--- config.mk ---
export PLATFORM = sky130hd
export DESIGN_NAME = mem_access_initiator_flat
export DESIGN_NICKNAME = d
export VERILOG_FILES = /design/src/rtl/mem_access_pkg.sv /design/src/rtl/mem_access_initiator_if.sv /design/src/rtl/mem_bounds_check.sv /design/src/rtl/mem_access_initiator.sv /design/src/flat_wrapper.sv
export SDC_FILE = /design/constraint.sdc
export NUM_CORES = 1
export LEC_CHECK = 0
export CORE_MARGIN = 4
export CORE_UTILIZATION = 52
export CTS_CLUSTER_SIZE = 12
export DETAILED_ROUTE_END_ITERATION = 6
export PLACE_DENSITY = 0.85
export SETUP_SLACK_MARGIN = 0.5
export SLEW_MARGIN = 10
export SYNTH_ARGS = -nofsm -noshare
export SYNTH_HDL_FRONTEND = slang
export SYNTH_SLANG_ARGS = --single-unit
--- constraint.sdc ---
create_clock -name clk -period 5 [get_ports clk]
set_input_delay 0.5 -clock clk [delete_from_list [all_inputs] [get_ports clk]]
set_output_delay 0.5 -clock clk [all_outputs]
set_load 0.05 [all_outputs]
--- src/rtl/mem_access_pkg.sv ---
// Shared types and default dimensions for the SNN memory access initiators.
package mem_access_pkg;

    typedef enum logic [1:0] {
        READ    = 2'd0,
        WRITE   = 2'd1,
        ADVANCE = 2'd2,
        RSVD    = 2'd3
    } op_e;

    typedef enum logic [1:0] {
        VPOT   = 2'd0,
        SPIKE  = 2'd1,
        FILTER = 2'd2
    } sel_e;

    // Initiator FSM states, kept as plain constants so older blocks can share the encoding.
    localparam logic [2:0] IDLE      = 3'd0;
    localparam logic [2:0] SEND_TYPE = 3'd1;
    localparam logic [2:0] SEND_XY   = 3'd2;
    localparam logic [2:0] WAIT_DOUT = 3'd3;
    localparam logic [2:0] SEND_DIN  = 3'd4;
    localparam logic [2:0] SEND_T    = 3'd5;
    localparam logic [2:0] RESP      = 3'd6;

    localparam int DEF_DATA_W    = 8;
    localparam int DEF_COORD_W   = 4;
    localparam int DEF_TIMESTEPS = 10;
    localparam int DEF_IF_ROWS   = 5;
    localparam int DEF_IF_COLS   = 5;
    localparam int DEF_F_ROWS    = 3;
    localparam int DEF_F_COLS    = 3;
    localparam int DEF_OF_ROWS   = 3;
    localparam int DEF_OF_COLS   = 3;

endpackage

--- src/rtl/mem_access_initiator_if.sv ---
// Memory-side channel bundle: type, x, y, din, dout and timestep handshakes.
interface mem_access_initiator_if #(
    parameter int DATA_W  = 8,
    parameter int COORD_W = 4
);
    logic               rd_type_valid;
    logic               rd_type_ready;
    logic [1:0]         rd_type_data;
    logic               wr_type_valid;
    logic               wr_type_ready;
    logic [1:0]         wr_type_data;
    logic               x_valid;
    logic               x_ready;
    logic [COORD_W-1:0] x_data;
    logic               y_valid;
    logic               y_ready;
    logic [COORD_W-1:0] y_data;
    logic               din_valid;
    logic               din_ready;
    logic [DATA_W-1:0]  din_data;
    logic               dout_valid;
    logic               dout_ready;
    logic [DATA_W-1:0]  dout_data;
    logic               t_valid;
    logic               t_ready;
    logic [COORD_W-1:0] t_data;

    modport master (
        output rd_type_valid, rd_type_data, wr_type_valid, wr_type_data,
        output x_valid, x_data, y_valid, y_data, din_valid, din_data,
        output dout_ready, t_valid, t_data,
        input  rd_type_ready, wr_type_ready, x_ready, y_ready, din_ready,
        input  dout_valid, dout_data, t_ready
    );

    modport slave (
        input  rd_type_valid, rd_type_data, wr_type_valid, wr_type_data,
        input  x_valid, x_data, y_valid, y_data, din_valid, din_data,
        input  dout_ready, t_valid, t_data,
        output rd_type_ready, wr_type_ready, x_ready, y_ready, din_ready,
        output dout_valid, dout_data, t_ready
    );

endinterface

--- src/rtl/mem_bounds_check.sv ---
// Combinational legality check for one command against the memory map and timestep state.
module mem_bounds_check
    import mem_access_pkg::*;
#(
    parameter int COORD_W = DEF_COORD_W,
    parameter int IF_ROWS = DEF_IF_ROWS,
    parameter int IF_COLS = DEF_IF_COLS,
    parameter int F_ROWS  = DEF_F_ROWS,
    parameter int F_COLS  = DEF_F_COLS,
    parameter int OF_ROWS = DEF_OF_ROWS,
    parameter int OF_COLS = DEF_OF_COLS
) (
    input  logic [1:0]         op,
    input  logic [1:0]         sel,
    input  logic [COORD_W-1:0] row,
    input  logic [COORD_W-1:0] col,
    input  logic               done,
    output logic               err
);

    localparam logic [COORD_W-1:0] IF_R = COORD_W'(IF_ROWS);
    localparam logic [COORD_W-1:0] IF_C = COORD_W'(IF_COLS);
    localparam logic [COORD_W-1:0] F_R  = COORD_W'(F_ROWS);
    localparam logic [COORD_W-1:0] F_C  = COORD_W'(F_COLS);
    localparam logic [COORD_W-1:0] OF_R = COORD_W'(OF_ROWS);
    localparam logic [COORD_W-1:0] OF_C = COORD_W'(OF_COLS);

    logic [COORD_W-1:0] row_lim;
    logic [COORD_W-1:0] col_lim;
    logic               bad_sel;

    // Pick the map dimensions for the selected memory (spikes read the input map, write the output map), then flag illegal commands.
    always_comb begin
        row_lim = OF_R;
        col_lim = OF_C;
        bad_sel = 1'b0;
        case (sel)
            VPOT: begin
                row_lim = OF_R;
                col_lim = OF_C;
            end
            SPIKE: begin
                if (op == READ) begin
                    row_lim = IF_R;
                    col_lim = IF_C;
                end
            end
            FILTER: begin
                row_lim = F_R;
                col_lim = F_C;
            end
            default: bad_sel = 1'b1;
        endcase

        err = 1'b0;
        if (op == RSVD || bad_sel) begin
            err = 1'b1;
        end else if (op == ADVANCE) begin
            err = done;
        end else if (op == WRITE && sel == FILTER) begin
            err = 1'b1;
        end else begin
            err = (row >= row_lim) || (col >= col_lim);
        end
    end

endmodule

--- src/rtl/mem_access_initiator.sv ---
// Compute-side initiator: takes one command, walks the memory channels in protocol order, returns a response.
module mem_access_initiator
    import mem_access_pkg::*;
#(
    parameter int DATA_W    = DEF_DATA_W,
    parameter int COORD_W   = DEF_COORD_W,
    parameter int TIMESTEPS = DEF_TIMESTEPS,
    parameter int IF_ROWS   = DEF_IF_ROWS,
    parameter int IF_COLS   = DEF_IF_COLS,
    parameter int F_ROWS    = DEF_F_ROWS,
    parameter int F_COLS    = DEF_F_COLS,
    parameter int OF_ROWS   = DEF_OF_ROWS,
    parameter int OF_COLS   = DEF_OF_COLS
) (
    input  logic                   clk,
    input  logic                   rst_n,
    input  logic                   cmd_valid,
    output logic                   cmd_ready,
    input  logic [1:0]             cmd_op,
    input  logic [1:0]             cmd_sel,
    input  logic [COORD_W-1:0]     cmd_row,
    input  logic [COORD_W-1:0]     cmd_col,
    input  logic [DATA_W-1:0]      cmd_wdata,
    output logic                   rsp_valid,
    input  logic                   rsp_ready,
    output logic [DATA_W-1:0]      rsp_data,
    output logic                   rsp_err,
    mem_access_initiator_if.master mem,
    output logic [COORD_W-1:0]     t_cur,
    output logic                   done
);

    localparam logic [COORD_W-1:0] T_LAST = COORD_W'(TIMESTEPS);

    logic [2:0]         state;
    logic [1:0]         op_q;
    logic [1:0]         sel_q;
    logic [COORD_W-1:0] row_q;
    logic [COORD_W-1:0] col_q;
    logic [DATA_W-1:0]  wdata_q;
    logic               cmd_err;
    logic               x_fin;
    logic               y_fin;

    mem_bounds_check #(
        .COORD_W (COORD_W),
        .IF_ROWS (IF_ROWS),
        .IF_COLS (IF_COLS),
        .F_ROWS  (F_ROWS),
        .F_COLS  (F_COLS),
        .OF_ROWS (OF_ROWS),
        .OF_COLS (OF_COLS)
    ) u_bounds (
        .op   (cmd_op),
        .sel  (cmd_sel),
        .row  (cmd_row),
        .col  (cmd_col),
        .done (done),
        .err  (cmd_err)
    );

    // x and y retire independently; each is finished once it has transferred or transfers this edge.
    always_comb begin
        x_fin = !mem.x_valid || mem.x_ready;
        y_fin = !mem.y_valid || mem.y_ready;
    end

    // Main sequencer: every channel valid is a register raised one state ahead and dropped on its own transfer.
    always_ff @(posedge clk or negedge rst_n) begin
        if (!rst_n) begin
            state             <= IDLE;
            op_q              <= 2'd0;
            sel_q             <= 2'd0;
            row_q             <= '0;
            col_q             <= '0;
            wdata_q           <= '0;
            cmd_ready         <= 1'b0;
            rsp_valid         <= 1'b0;
            rsp_data          <= '0;
            rsp_err           <= 1'b0;
            mem.rd_type_valid <= 1'b0;
            mem.rd_type_data  <= 2'd0;
            mem.wr_type_valid <= 1'b0;
            mem.wr_type_data  <= 2'd0;
            mem.x_valid       <= 1'b0;
            mem.x_data        <= '0;
            mem.y_valid       <= 1'b0;
            mem.y_data        <= '0;
            mem.din_valid     <= 1'b0;
            mem.din_data      <= '0;
            mem.dout_ready    <= 1'b0;
            mem.t_valid       <= 1'b0;
            mem.t_data        <= '0;
            t_cur             <= '0;
            done              <= 1'b0;
        end else begin
            case (state)
                IDLE: begin
                    if (!cmd_ready) begin
                        cmd_ready <= 1'b1;
                    end else if (cmd_valid) begin
                        cmd_ready <= 1'b0;
                        op_q      <= cmd_op;
                        sel_q     <= cmd_sel;
                        row_q     <= cmd_row;
                        col_q     <= cmd_col;
                        wdata_q   <= cmd_wdata;
                        if (cmd_err) begin
                            rsp_valid <= 1'b1;
                            rsp_err   <= 1'b1;
                            rsp_data  <= '0;
                            state     <= RESP;
                        end else if (cmd_op == ADVANCE) begin
                            mem.t_valid <= 1'b1;
                            mem.t_data  <= t_cur + 1'b1;
                            state       <= SEND_T;
                        end else if (cmd_op == READ) begin
                            mem.rd_type_valid <= 1'b1;
                            mem.rd_type_data  <= cmd_sel;
                            state             <= SEND_TYPE;
                        end else begin
                            mem.wr_type_valid <= 1'b1;
                            mem.wr_type_data  <= cmd_sel;
                            state             <= SEND_TYPE;
                        end
                    end
                end
                SEND_TYPE: begin
                    if ((mem.rd_type_valid && mem.rd_type_ready) ||
                        (mem.wr_type_valid && mem.wr_type_ready)) begin
                        mem.rd_type_valid <= 1'b0;
                        mem.wr_type_valid <= 1'b0;
                        mem.x_valid       <= 1'b1;
                        mem.x_data        <= row_q;
                        mem.y_valid       <= 1'b1;
                        mem.y_data        <= col_q;
                        state             <= SEND_XY;
                    end
                end
                SEND_XY: begin
                    if (mem.x_valid && mem.x_ready) begin
                        mem.x_valid <= 1'b0;
                    end
                    if (mem.y_valid && mem.y_ready) begin
                        mem.y_valid <= 1'b0;
                    end
                    if (x_fin && y_fin) begin
                        if (op_q == READ) begin
                            mem.dout_ready <= 1'b1;
                            state          <= WAIT_DOUT;
                        end else begin
                            mem.din_valid <= 1'b1;
                            mem.din_data  <= (sel_q == SPIKE) ?
                                             {{(DATA_W-1){1'b0}}, wdata_q[0]} : wdata_q;
                            state         <= SEND_DIN;
                        end
                    end
                end
                WAIT_DOUT: begin
                    if (mem.dout_valid && mem.dout_ready) begin
                        mem.dout_ready <= 1'b0;
                        rsp_valid      <= 1'b1;
                        rsp_err        <= 1'b0;
                        rsp_data       <= mem.dout_data;
                        state          <= RESP;
                    end
                end
                SEND_DIN: begin
                    if (mem.din_valid && mem.din_ready) begin
                        mem.din_valid <= 1'b0;
                        rsp_valid     <= 1'b1;
                        rsp_err       <= 1'b0;
                        rsp_data      <= '0;
                        state         <= RESP;
                    end
                end
                SEND_T: begin
                    if (mem.t_valid && mem.t_ready) begin
                        mem.t_valid <= 1'b0;
                        t_cur       <= t_cur + 1'b1;
                        if (t_cur + 1'b1 == T_LAST) begin
                            done <= 1'b1;
                        end
                        rsp_valid <= 1'b1;
                        rsp_err   <= 1'b0;
                        rsp_data  <= '0;
                        state     <= RESP;
                    end
                end
                RESP: begin
                    if (rsp_ready) begin
                        rsp_valid <= 1'b0;
                        cmd_ready <= 1'b1;
                        state     <= IDLE;
                    end
                end
                default: begin
                    state <= IDLE;
                end
            endcase
        end
    end

endmodule
--- src/flat_wrapper.sv ---
// flat-port wrapper written by rule: the top's interface ports become plain ports
module mem_access_initiator_flat import mem_access_pkg::*;
#(
    parameter int DATA_W    = DEF_DATA_W,
    parameter int COORD_W   = DEF_COORD_W,
    parameter int TIMESTEPS = DEF_TIMESTEPS,
    parameter int IF_ROWS   = DEF_IF_ROWS,
    parameter int IF_COLS   = DEF_IF_COLS,
    parameter int F_ROWS    = DEF_F_ROWS,
    parameter int F_COLS    = DEF_F_COLS,
    parameter int OF_ROWS   = DEF_OF_ROWS,
    parameter int OF_COLS   = DEF_OF_COLS
)
  (clk, rst_n, cmd_valid, cmd_ready, cmd_op, cmd_sel, cmd_row, cmd_col, cmd_wdata, rsp_valid, rsp_ready, rsp_data, rsp_err, t_cur, done, mem_rd_type_valid, mem_rd_type_data, mem_wr_type_valid, mem_wr_type_data, mem_x_valid, mem_x_data, mem_y_valid, mem_y_data, mem_din_valid, mem_din_data, mem_dout_ready, mem_t_valid, mem_t_data, mem_rd_type_ready, mem_wr_type_ready, mem_x_ready, mem_y_ready, mem_din_ready, mem_dout_valid, mem_dout_data, mem_t_ready);
  mem_access_initiator_if #(.DATA_W(DATA_W), .COORD_W(COORD_W)) mem_i ();
  input  logic clk;
  input  logic rst_n;
  input  logic cmd_valid;
  output logic cmd_ready;
  input  logic [1:0] cmd_op;
  input  logic [1:0] cmd_sel;
  input  logic [COORD_W-1:0] cmd_row;
  input  logic [COORD_W-1:0] cmd_col;
  input  logic [DATA_W-1:0] cmd_wdata;
  output logic rsp_valid;
  input  logic rsp_ready;
  output logic [DATA_W-1:0] rsp_data;
  output logic rsp_err;
  output logic [COORD_W-1:0] t_cur;
  output logic done;
  output wire logic [$bits(mem_i.rd_type_valid)-1:0] mem_rd_type_valid;
  output wire logic [$bits(mem_i.rd_type_data)-1:0] mem_rd_type_data;
  output wire logic [$bits(mem_i.wr_type_valid)-1:0] mem_wr_type_valid;
  output wire logic [$bits(mem_i.wr_type_data)-1:0] mem_wr_type_data;
  output wire logic [$bits(mem_i.x_valid)-1:0] mem_x_valid;
  output wire logic [$bits(mem_i.x_data)-1:0] mem_x_data;
  output wire logic [$bits(mem_i.y_valid)-1:0] mem_y_valid;
  output wire logic [$bits(mem_i.y_data)-1:0] mem_y_data;
  output wire logic [$bits(mem_i.din_valid)-1:0] mem_din_valid;
  output wire logic [$bits(mem_i.din_data)-1:0] mem_din_data;
  output wire logic [$bits(mem_i.dout_ready)-1:0] mem_dout_ready;
  output wire logic [$bits(mem_i.t_valid)-1:0] mem_t_valid;
  output wire logic [$bits(mem_i.t_data)-1:0] mem_t_data;
  input wire logic [$bits(mem_i.rd_type_ready)-1:0] mem_rd_type_ready;
  input wire logic [$bits(mem_i.wr_type_ready)-1:0] mem_wr_type_ready;
  input wire logic [$bits(mem_i.x_ready)-1:0] mem_x_ready;
  input wire logic [$bits(mem_i.y_ready)-1:0] mem_y_ready;
  input wire logic [$bits(mem_i.din_ready)-1:0] mem_din_ready;
  input wire logic [$bits(mem_i.dout_valid)-1:0] mem_dout_valid;
  input wire logic [$bits(mem_i.dout_data)-1:0] mem_dout_data;
  input wire logic [$bits(mem_i.t_ready)-1:0] mem_t_ready;
  assign mem_rd_type_valid = mem_i.rd_type_valid;
  assign mem_rd_type_data = mem_i.rd_type_data;
  assign mem_wr_type_valid = mem_i.wr_type_valid;
  assign mem_wr_type_data = mem_i.wr_type_data;
  assign mem_x_valid = mem_i.x_valid;
  assign mem_x_data = mem_i.x_data;
  assign mem_y_valid = mem_i.y_valid;
  assign mem_y_data = mem_i.y_data;
  assign mem_din_valid = mem_i.din_valid;
  assign mem_din_data = mem_i.din_data;
  assign mem_dout_ready = mem_i.dout_ready;
  assign mem_t_valid = mem_i.t_valid;
  assign mem_t_data = mem_i.t_data;
  assign mem_i.rd_type_ready = mem_rd_type_ready;
  assign mem_i.wr_type_ready = mem_wr_type_ready;
  assign mem_i.x_ready = mem_x_ready;
  assign mem_i.y_ready = mem_y_ready;
  assign mem_i.din_ready = mem_din_ready;
  assign mem_i.dout_valid = mem_dout_valid;
  assign mem_i.dout_data = mem_dout_data;
  assign mem_i.t_ready = mem_t_ready;
  mem_access_initiator #(.DATA_W(DATA_W), .COORD_W(COORD_W), .TIMESTEPS(TIMESTEPS), .IF_ROWS(IF_ROWS), .IF_COLS(IF_COLS), .F_ROWS(F_ROWS), .F_COLS(F_COLS), .OF_ROWS(OF_ROWS), .OF_COLS(OF_COLS)) u_core (.clk(clk), .rst_n(rst_n), .cmd_valid(cmd_valid), .cmd_ready(cmd_ready), .cmd_op(cmd_op), .cmd_sel(cmd_sel), .cmd_row(cmd_row), .cmd_col(cmd_col), .cmd_wdata(cmd_wdata), .rsp_valid(rsp_valid), .rsp_ready(rsp_ready), .rsp_data(rsp_data), .rsp_err(rsp_err), .mem(mem_i), .t_cur(t_cur), .done(done));
endmodule
# Word level (Yosys, flattened, before mapping)
# Index checks and enable logic that the tools add are counted.
word_totals:
  out_inout_bits: 47
  reg_bits: 70
  wordCells: 182
  inputBits: 39
classes:
  n_addsub: 1
  n_eq_ne: 31
  bitwise_logic: 4
  order_cmp: 2
  n_mux: 71
  reduce_logical: 48
op_table:
  columns: ["op", "count"]
  rows:
  - ["$mux W8", 7]
  - ["$mux W1", 39]
  - ["$mux W3", 13]
  - ["$pmux W8 S4", 1]
  - ["$ne A2 B1 Y1 const B", 12]
  - ["$pmux W3 S7", 1]
  - ["$reduce_and A7 Y1", 3]
  - ["$reduce_and A6 Y1", 3]
  - ["$pmux W1 S2", 8]
  - ["$reduce_and A8 Y1", 2]
  - ["$reduce_and A3 Y1", 5]
  - ["$ne A2 B2 Y1 const B", 6]
  - ["$reduce_bool A2 Y1", 6]
  - ["$eq A3 B3 Y1 const B", 3]
  - ["$logic_and A1 B1 Y1", 9]
  - ["$ge A4 B4 Y1", 2]
  - ["$reduce_and A4 Y1", 2]
  - ["$eq A2 B1 Y1 const B", 3]
  - ["$eq A2 B2 Y1 const B", 3]
  - ["$eq A3 B2 Y1 const B", 2]
  - ["$logic_not A2 Y1", 3]
  - ["$reduce_and A2 Y1", 3]
  - ["$logic_or A1 B1 Y1", 5]
  - ["$pmux W1 S5", 1]
  - ["other kinds (11)", 15]

# Logic depth before layout (Yosys ltp)
depth:
  word_depth: 12
  mapped_depth: 8

# By module
# A second synthesis with hierarchy kept.
unflattened:
  hier_cells: 312
  area_unflattened_um2: 3141.8
by_module_without_submodules:
  columns: ["module", "seq_area_each_um2", "cells_each", "area_per_inst_um2", "n_inst"]
  rows:
  - ["mem_access_initiator", 1751.7, 297, 3019.1, 1]
  - ["mem_bounds_check", 0.0, 15, 122.6, 1]

# Worst setup path after synthesis
# OpenSTA, ideal clock, no wires.
synth_path:
  kind: "input-to-reg"
  start: "in cmd_op[1]"
  end: "reg u_core.mem.wr_type_data[0]"
  stages: 7
  setup_slack_ns: 2.255
  t_arrival_ns: 2.621
  path_buffers: 0
  t_required_ns: 4.875
  path_cell_list: "or4b_4 -> ha_1 -> nor4_1 -> nand2_1 -> nor4_2 -> and3_1 -> mux2_2"
synth_via:
  elab_chain_len: 10
  word_cells_on_any_way: 18
  classes_between: "order compare (2); eq/ne (3); mux (5); bitwise (3); reduce/logical (5)"
synth_rtl:
  columns: ["element", "line", "rtl"]
  rows:
  - ["start, declared", "flat_wrapper.sv:20", "input logic [1:0] cmd_op;"]
  - ["$logic_not A2 Y1", "mem_bounds_check.sv:43, mem_access_initiator.sv:117", null]
  - ["$mux W3", "mem_bounds_check.sv:43", "if (op == READ) begin"]
  - ["$mux W3", "mem_bounds_check.sv:37", "case (sel)"]
  - ["$ge A4 B4 Y1", "mem_bounds_check.sv:63", "err = (row >= row_lim) || (col >= col_lim);"]
  - ["$logic_or A1 B1 Y1", "mem_bounds_check.sv:63", null]
  - ["$mux W1", "mem_bounds_check.sv:60", "end else if (op == WRITE && sel == FILTER) begin"]
  - ["$mux W1", "mem_bounds_check.sv:58", "end else if (op == ADVANCE) begin"]
  - ["$mux W1", "mem_bounds_check.sv:56", "if (op == RSVD || bad_sel) begin"]
  - ["$not A1 Y1 (no source line)", null, null]
  - ["$reduce_and A6 Y1 (no source line) (*)", null, null]
  - ["end signal, assigned", "mem_access_initiator.sv:123", "mem.wr_type_data <= cmd_sel;"]
  - ["end, declared", "mem_access_initiator_if.sv:29", "output rd_type_valid, rd_type_data, wr_type_valid, wr_type_data,"]
# Every way passes the cells marked *; elsewhere a longest branch is shown, timed or not.
# A chain may end at the register's enable or synchronous reset.

# Worst setup path after layout
layout_path:
  start: "in cmd_op[0]"
  end: "reg u_core.mem.wr_type_data[0]"
# Same word-level chain as after synthesis.

==> flow_metrics.tcl <==
set metrics [dict create \
    cts_max_level 3 \
    vias 2607 \
    grt_pass1_vias 2604 \
    worst_pin_slew_ps 1090 \
    viasPerCell 5.61 \
    post_cts_buffers 0 \
    critPathMaxFanout 9 \
    netlist_area_sq_mm 0.00327 \
    mostFrequentLayoutCells "clkdlybuf4s50_1 (84), dfrtp_1 (70), nand2_1 (43), mux2_2 (31), o21ai_0 (20)" \
    async_flop_share_pct 100 \
    drt_iter0_drc 186 \
    wl_mm 7.44 \
    gp_congestion 0.819 \
    num_rows 28 \
    fin_nets 428 \
    hold_viol_final 0 \
    finalPower_uw 1080 \
    hold_path.class "in -> async" \
    diodes 0 \
    path_cells "clkdlybuf4s50_1, or4b_4, ha_1, nor4_1, nand2_1, nor4_2, and3_1, mux2_2" \
    slew_headroom_pct 27.4 \
    worstSkewPairLatency_ps 340 \
    critPathBufInv 1 \
    fmaxAchievable_ghz 0.302 \
    critPathKind "in -> reg" \
    period_share_pct 66.3 \
    antenna_found_initial 0 \
    status "finished clean" \
    layout.cells.most_common "clkdlybuf4s50_1" \
    cellPowerDensity_mw_per_mm2 249 \
    peakVddDrop_uv 202 \
    clkTransAtPathRegs_ps 70 \
    area_delta_synth_final_pct 33.3 \
    die_x_um 87.2 \
    die-area_sq_mm 0.00761 \
    initial_core_util_pct 54.5 \
    ant_nets 0 \
    multiInputGateArea_sq_mm 0.00142 \
    clock-sinks 70 \
    drc 0 \
    rsz0062_at_grt "no" \
    cpPeakStageDelay_ps 650 \
    crit_path_end_kind "register" \
    cp.required_ps 5230 \
    num_io_pins 86 \
    synth_edf_count 0 \
    numCtsBuffers 9 \
    synth_fp_nets 344 \
    overflow 0 \
    fillers 411 \
    die_y_um 87.2 \
    regArea_sq_mm 0.00175 \
    grt_max_degree 45 \
    setup_viol 0 \
    clk_path_buf_depth 2 \
    cts_tree "done" \
    pre_cts_slack_ps 1340 \
    slowest_stage "nor4_2" \
    yosys.cell_types.count 47 \
    fin_tns_setup_ps 0 \
    synthCells 301 \
    drv_slew 0 \
    wl_per_cell_um 16.0 \
    grt_pass1_wl_mm 12.5 \
    ys_seq_area_share_pct 53.6 \
    dp_hpwl_mm 5.47 \
    firstDrtPassIters 4 \
    fin_ws_ps 1690 \
    skew_ps 9.50 \
    synth_warnings 0 \
    cts-resized-gates 0 \
    finalCriticalPeriod_ps 3310 \
    cp-start-kind "input pin" \
    cap_violations 0 \
    critPathTopFamily "simple AND/OR/NAND/NOR gates" \
    clockRootBuffer "clkbuf_8" \
    ys_seq_elements 70 \
    port-buffer-count 85 \
    coreArea_sq_mm 0.00599 \
    cts_hold_buf 0 \
    p_leak_uw 0.00206 \
    postSynthAreaPerCell_sq_um 10.8 \
    cp.arrival_ps 3540 \
    grt.total_usage_pct 21.3 \
    synth_ff_type "dfrtp_1" \
    drive_gt1_share_pct 13.6 \
]
-- path summary, 6_finish.rpt --
kind / slack, ps / end / startpoint / cells after the start
min in group clk: 470 / u_core.mem.din_data[6]$_DFFE_PN0P_ / u_core.mem.din_data[6]$_DFFE_PN0P_ / 2
max in group asynchronous: 3890 / u_core.rsp_data[1]$_DFFE_PN0P_ / rst_n / 2
worst min-delay path: 150 / u_core.mem.t_data[0]$_DFFE_PN0P_ / rst_n / 1
worst max-delay path: 1690 / u_core.mem.wr_type_data[0]$_DFFE_PN0P_ / cmd_op[0] / 8
worst min register to register: 470 / u_core.mem.din_data[6]$_DFFE_PN0P_ / u_core.mem.din_data[6]$_DFFE_PN0P_ / 2
worst max register to register: 2030 / u_core.mem.t_data[3]$_DFFE_PN0P_ / u_core.state[0]$_DFFE_PN0P_ / 5
-- cell usage after synthesis, types with 4 or more instances --
cell       n  share of area [%]
a21o_1     9                2.1
o21ai_0   21                3.2
a211oi_1   5                1.1
mux2_2    31                 11
nor3b_1    4               0.92
dfrtp_1   70                 54
clkbuf_1   5               0.57
nand2_1   43                4.9
nor2_1    17                2.0
nand2b_1   4               0.77
inv_1      8               0.92
nor2b_1    5               0.96
ha_1       4                1.5
a22o_1     8                2.1
buf_2      5               0.77
nand3_1   11                1.7
-- metal layers --
metal  routed length [um]  GRT usage, %
met5                    0             0
met4                   98          8.09
met1                 3190          29.3
met2                 3640          32.0
met3                  516          6.05
-- state kept, by name, indices dropped and copies added (netlist names), 3 cells and up --
signal / cells
u_core.mem.y_data: 4
u_core.state: 3
u_core.t_cur: 4
u_core.mem.x_data: 4
u_core.mem.t_data: 4
u_core.col_q: 4
u_core.mem.din_data: 8
u_core.wdata_q: 8
u_core.row_q: 4
u_core.rsp_data: 8
-- final cells by class --
cell class | count | area share [%]
inverters | 8 | 0.690
repair buffers | 86 | 19.6
flip-flops and latches | 70 | 40.3
clock inverters | 3 | 0.978
well taps | 75 | 2.16
multi-input cells | 210 | 32.7
clock buffers | 13 | 3.65
-- where the power goes --
group | switching (uW) | internal, uW | total, uW
Combinational | 27.1 | 30.9 | 58.0
Clock | 201 | 257 | 458
Sequential | 0 | 566 | 566
Total | 228 | 854 | 1080
-- cells by family after synthesis --
logic type / count (synthesis) / synth area share, %
AOI/OAI and AO/OA: 61 / 12.9
xor gates and xnor gates: 6 / 1.61
adders and majority gates: 4 / 1.53
buffers and inverters: 21 / 2.84
DFF: 70 / 53.6
muxes: 31 / 10.7
and+or+nand+nor: 108 / 16.8
-- through the flow --
step                utilization (%)  instance area [sq um]  hold WS, ps  instances
floorplan                         -                   3270          204        301
global placement               69.3                   4150          445        449
detailed placement             69.3                   4150          456        449
CTS                            72.6                   4350          162        465
global route                   72.6                   4350          178        465
finish                         72.6                   4350          148        465
Power figures use the tool's default switching activity.
